**src/rtl/data_cache.sv**
```systemverilog
// Direct-mapped, write-back, write-allocate data cache with 16 lines of 4 words.
// A single FSM handles CPU lookups and the writeback/fill traffic to backing memory.
module data_cache #(
  parameter int NUM_SETS   = 16,
  parameter int LINE_WORDS = 4
) (
  input  logic         clk,
  input  logic         reset,
  input  logic         cpu_req_valid,
  input  logic         cpu_req_we,
  input  logic [31:0]  cpu_req_addr,
  input  logic [31:0]  cpu_req_wdata,
  output logic         cpu_req_ready,
  output logic         cpu_resp_valid,
  output logic [31:0]  cpu_resp_rdata,
  output logic         mem_req_valid,
  output logic         mem_req_we,
  output logic [31:0]  mem_req_addr,
  output logic [127:0] mem_req_wdata,
  input  logic         mem_req_ready,
  input  logic         mem_resp_valid,
  input  logic [127:0] mem_resp_rdata,
  output logic [31:0]  hit_count,
  output logic [31:0]  miss_count
);

  localparam int LINE_BITS = LINE_WORDS * 32;

  typedef enum logic [2:0] {IDLE, LOOKUP, WRITEBACK, WB_WAIT, FILL, FILL_WAIT} state_t;

  state_t state, state_next;

  logic [NUM_SETS-1:0]  valid_bits;
  logic [NUM_SETS-1:0]  dirty_bits;
  logic [23:0]          tag_arr  [NUM_SETS];
  logic [LINE_BITS-1:0] data_arr [NUM_SETS];

  logic        req_we;
  logic [31:0] req_addr;
  logic [31:0] req_wdata;
  logic        refill;

  logic [3:0]  idx;
  logic [23:0] req_tag;
  logic [6:0]  word_lsb;
  logic        hit;
  logic        unused_bits;

  assign idx         = req_addr[7:4];
  assign req_tag     = req_addr[31:8];
  assign word_lsb    = {req_addr[3:2], 5'b0};
  assign hit         = valid_bits[idx] && (tag_arr[idx] == req_tag);
  assign unused_bits = ^req_addr[1:0];

  always_comb begin
    state_next     = state;
    cpu_req_ready  = 1'b0;
    cpu_resp_valid = 1'b0;
    cpu_resp_rdata = 32'd0;
    mem_req_valid  = 1'b0;
    mem_req_we     = 1'b0;
    mem_req_addr   = 32'd0;
    mem_req_wdata  = '0;
    case (state)
      IDLE: begin
        cpu_req_ready = 1'b1;
        if (cpu_req_valid) state_next = LOOKUP;
      end
      LOOKUP: begin
        if (hit) begin
          cpu_resp_valid = 1'b1;
          cpu_resp_rdata = data_arr[idx][word_lsb +: 32];
          state_next     = IDLE;
        end else if (dirty_bits[idx] && valid_bits[idx]) begin
          state_next = WRITEBACK;
        end else begin
          state_next = FILL;
        end
      end
      WRITEBACK: begin
        mem_req_valid = 1'b1;
        mem_req_we    = 1'b1;
        mem_req_addr  = {tag_arr[idx], idx, 4'b0};
        mem_req_wdata = data_arr[idx];
        if (mem_req_ready) state_next = WB_WAIT;
      end
      WB_WAIT: begin
        if (mem_resp_valid) state_next = FILL;
      end
      FILL: begin
        mem_req_valid = 1'b1;
        mem_req_addr  = {req_tag, idx, 4'b0};
        if (mem_req_ready) state_next = FILL_WAIT;
      end
      FILL_WAIT: begin
        if (mem_resp_valid) state_next = LOOKUP;
      end
      default: state_next = IDLE;
    endcase
  end

  // The refill flag marks the re-lookup after a fill so it is not counted as a second hit.
  always_ff @(posedge clk) begin
    if (!reset) begin
      state      <= IDLE;
      valid_bits <= '0;
      dirty_bits <= '0;
      hit_count  <= 32'd0;
      miss_count <= 32'd0;
      refill     <= 1'b0;
    end else begin
      state <= state_next;
      case (state)
        IDLE: begin
          if (cpu_req_valid) begin
            req_we    <= cpu_req_we;
            req_addr  <= cpu_req_addr;
            req_wdata <= cpu_req_wdata;
          end
        end
        LOOKUP: begin
          if (hit) begin
            if (!refill) hit_count <= hit_count + 32'd1;
            refill <= 1'b0;
            if (req_we) dirty_bits[idx] <= 1'b1;
          end else begin
            miss_count <= miss_count + 32'd1;
          end
        end
        FILL_WAIT: begin
          if (mem_resp_valid) begin
            valid_bits[idx] <= 1'b1;
            dirty_bits[idx] <= 1'b0;
            refill          <= 1'b1;
          end
        end
        default: ;
      endcase
    end
  end

  always_ff @(posedge clk) begin
    if (reset) begin
      if (state == LOOKUP && hit && req_we)
        data_arr[idx][word_lsb +: 32] <= req_wdata;
      if (state == FILL_WAIT && mem_resp_valid) begin
        data_arr[idx] <= mem_resp_rdata;
        tag_arr[idx]  <= req_tag;
      end
    end
  end

endmodule

```
**config.mk**
```make
export PLATFORM = sky130hd
export DESIGN_NAME = data_cache
export DESIGN_NICKNAME = d
export VERILOG_FILES = /design/src/rtl/data_cache.sv
export SDC_FILE = /design/constraint.sdc
export NUM_CORES = 2
export LEC_CHECK = 0
export ABC_AREA = 0
export BUFFER_PORTS_ARGS = -buffer_cell sky130_fd_sc_hd__buf_2
export CAP_MARGIN = 20
export CORE_ASPECT_RATIO = 1.5
export CORE_MARGIN = 2
export CORE_UTILIZATION = 40
export DETAILED_ROUTE_END_ITERATION = 10
export GPL_TIMING_DRIVEN = 0
export PLACE_DENSITY = 0.68
export SLEW_MARGIN = 40
export SYNTH_ARGS = -nofsm -noshare
export SYNTH_HDL_FRONTEND = slang
export SYNTH_SLANG_ARGS = --single-unit
```
**constraint.sdc**
```tcl
create_clock -name clk -period 8.04 [get_ports clk]
set_clock_uncertainty 0.05 [all_clocks]
set_input_delay 1.608 -clock clk [delete_from_list [all_inputs] [get_ports clk]]
set_output_delay 1.608 -clock clk [all_outputs]
set_load 0.02 [all_outputs]
```
==> impl_metrics.ini <==
[run_status]
outcome = finished, final reports clean

[pwr]
p_int_mw = 23.7
p_comb_share_pct = 19.7
powerDensity_nw_per_um2 = 268
peakVddDrop_mv = 0.258
seqPwrFrac_pct = 46.2
swShare_pct = 28.9
p_switching_mw = 9.64
leakage_nw = 40.6
pwr-share-clk_pct = 34.2

[grt]
grt_pass1_wl_um = 477000
overflow = 0
antenna_found_initial = 86
grt_max_degree = 29
grtUsageTotal_pct = 26.8
first_global_vias = 58209

[yosys]
synth_edf_count = 2495
yosysWarnings = 0
avgSynthCellArea_um2 = 20.2
ys_ff_latch = 2599
synth-simple-area-share_pct = 4.24
synth_top_family_by_area = multiplexers
muxShareOfSynthArea_pct = 17.2
async_flop_share_pct = 0
yosysSeqAreaShare_pct = 74.3
synth_cell_types = 69
synth_compound_area_share_pct = 2.64
synth-adder-area-share_pct = 0.0845
yosys_most_used_dff = edfxtp_1
syn_inst = 5133
syn-cell-area_um2 = 104000
synth-xor-area-share_pct = 0.169

[finish]
design_area_um2 = 124000
nets = 6273
multiInputGateArea_um2 = 26400
drive_gt1_share_pct = 35.8
num-fill-cells = 20782
most-common-layout-cells = edfxtp_1, mux4_2, buf_2
seq_area_um2 = 77000
synthToLayoutAreaGrowth_pct = 20.1
fin_cells = 9782
final_common_cell = edfxtp_1

[timing]
final_hold_viol_count = 0
fmax_mhz = 125
setup_tns_ns = 0
fin_crit_sh_pct = 99.5
drv_slew = 0
min_period_ns = 8.00
tightest_slew_ns = 1.02
hold_slack_ns = 0.403
setup_violations = 0
finalWorstSetupSlack_ns = 0.0398
relSlewSlack_pct = 31.9

[hold_path]
min_from = valid_bits[10]
hold_end = valid_bits[10]
min_path_cells = 1
holdCritPathClass = flip-flop to flip-flop

[die]
die_h_um = 627
dieArea_um2 = 263000
dieWidth_um = 420
core.rowCount = 228
coreArea_um2 = 257000
initial_utilization_pct = 40.3
ioPinCount = 458

[drt]
drt_iter0_drc = 9035
dr.pass1.iters = 7
wl_um = 356000
wl_per_cell_um = 36.4
viasPerCell = 6.16
dr_total_vias = 60221
drc = 0
ant_nets = 0

[clock_tree]
clk_path_buf_depth = 3
cts_buffers = 237
clockRootBuffer = clkbuf_16
clock_latency_ns = 0.91
cts_tree = yes
path_clk_slew_ns = 0.07
cts.htree.levels = 4
clock-sinks = 2599

[critical_path]
crit_required_ns = 6.38
cp-end-kind = output port
r2r_slack_ns = 1.15
r2r_end = data_arr[12][16]
worstSetupPathType = flip-flop to output port
critPathLaunchType = flip-flop
crit_fanout = 10
cp_data_arrival_time_ns = 6.34
worst_r2r_path_depth = 15

[place]
dp.cells = 9276
dpl-instance-area_um2 = 116000
pre_cts_ws_ns = -0.267
place.gp.congestion = 0.924
io_buffers = 450
hpwl_um = 262000

[flow_run]
maxCapViolCount = 0
[repair_timing]
action	in CTS	in global routing
pin swaps	1	0
resized for setup	50	25
buffers inserted	2	0
hold buffers	0	0
setup endpoints to repair	44	17
hold endpoints to repair	0	0
[registers in the layout, summed over array words and instances (netlist names), named ones only]
name,count
miss_count,32
refill,1
data_arr,2048
valid_bits,16
state,3
req_wdata,32
tag_arr,384
hit_count,32
req_addr,30
req_we,1
[worst max-delay path: stages (launching register included)]
cell and delay [ns]:
dfxtp_1 0.46, buf_2 0.33, buf_2 0.36, buf_2 0.37, clkdlybuf4s15_1 0.72, mux2i_1 0.25
xnor2_1 0.48, and3_1 0.27, and4_1 0.19, nand4_1 0.10, buf_4 0.21, clkbuf_1 0.23
clkbuf_2 0.34, clkbuf_4 0.38, a211oi_1 0.33, buf_2 0.34
[metal layers]
layer | global-route usage [%] | part of all wire, % | wire length [um]
met1 | 32.1 | 33 | 117000
met2 | 41.0 | 46 | 163000
met3 | 10.8 | 15 | 52900
met4 | 14.9 | 6.2 | 22200
met5 | 0.615 | 0.13 | 466
[how the worst max path moves through the flow]
stage / start / endpoint / depth (start not counted)
final: flip-flop / cpu_resp_rdata[30] / 15
after global routing: flip-flop / cpu_resp_rdata[21] / 17
after CTS: flip-flop / cpu_resp_rdata[22] / 17
after detailed placement: flip-flop / cpu_resp_rdata[21] / 17
after global placement: flip-flop / data_arr[12][109] / 15
after floorplan: flip-flop / cpu_resp_rdata[0] / 12
[kinds of logic after synthesis]
kind of cell,after synthesis
adders and majority gates,7
DFF,2599
xor gates and xnor gates,20
muxes,842
AOI/OAI and AO/OA,425
other,1
and+or+nand+nor,904
buffers and inverters,335
[power groups by stage]
stage | Combinational, mW | Clock, mW | Sequential [mW]
floorplan | 3.31 | 0 | 15.5
global placement | 5.96 | 0 | 15.7
detailed placement | 6.24 | 0 | 15.7
CTS | 6.30 | 11.4 | 15.4
global route | 6.60 | 11.9 | 15.4
finish | 6.55 | 11.4 | 15.4
[Yosys cell counts (24+ instances only)]
library cell | number | share of area, %
edfxtp_1 | 2495 | 72
mux4_2 | 744 | 16
nand2_1 | 388 | 1.4
clkbuf_1 | 202 | 0.73
o21ai_0 | 170 | 0.82
and2_1 | 131 | 0.79
nor2_1 | 122 | 0.44
dfxtp_1 | 104 | 2.0
mux2i_1 | 75 | 0.72
a21oi_1 | 61 | 0.29
buf_1 | 58 | 0.21
nand3_1 | 49 | 0.24
nor2b_1 | 48 | 0.29
buf_2 | 34 | 0.16
o31ai_1 | 28 | 0.20
nand4_1 | 26 | 0.16
a211oi_1 | 24 | 0.17
or4_1 | 24 | 0.17
[final cells by class]
type	count	share of cell area [%]
flip-flops and latches	2599	61.9
multi-input cells	2202	21.2
repair buffers	695	5.70
clock buffers	292	4.97
well taps	3450	3.47
plain buffers	315	1.32
clock inverters	151	1.27
diodes	60	0.121
inverters	18	0.0543
[through the flow]
step	utilization (%)	total power [mW]
6_report	48.4	33.3
5_1_grt	48.3	33.9
4_1_cts	48.1	33.1
3_5_place_dp	45.1	21.9
3_3_place_gp	42.8	21.7
2_1_floorplan	-	18.8
Power figures use the tool's default switching activity.
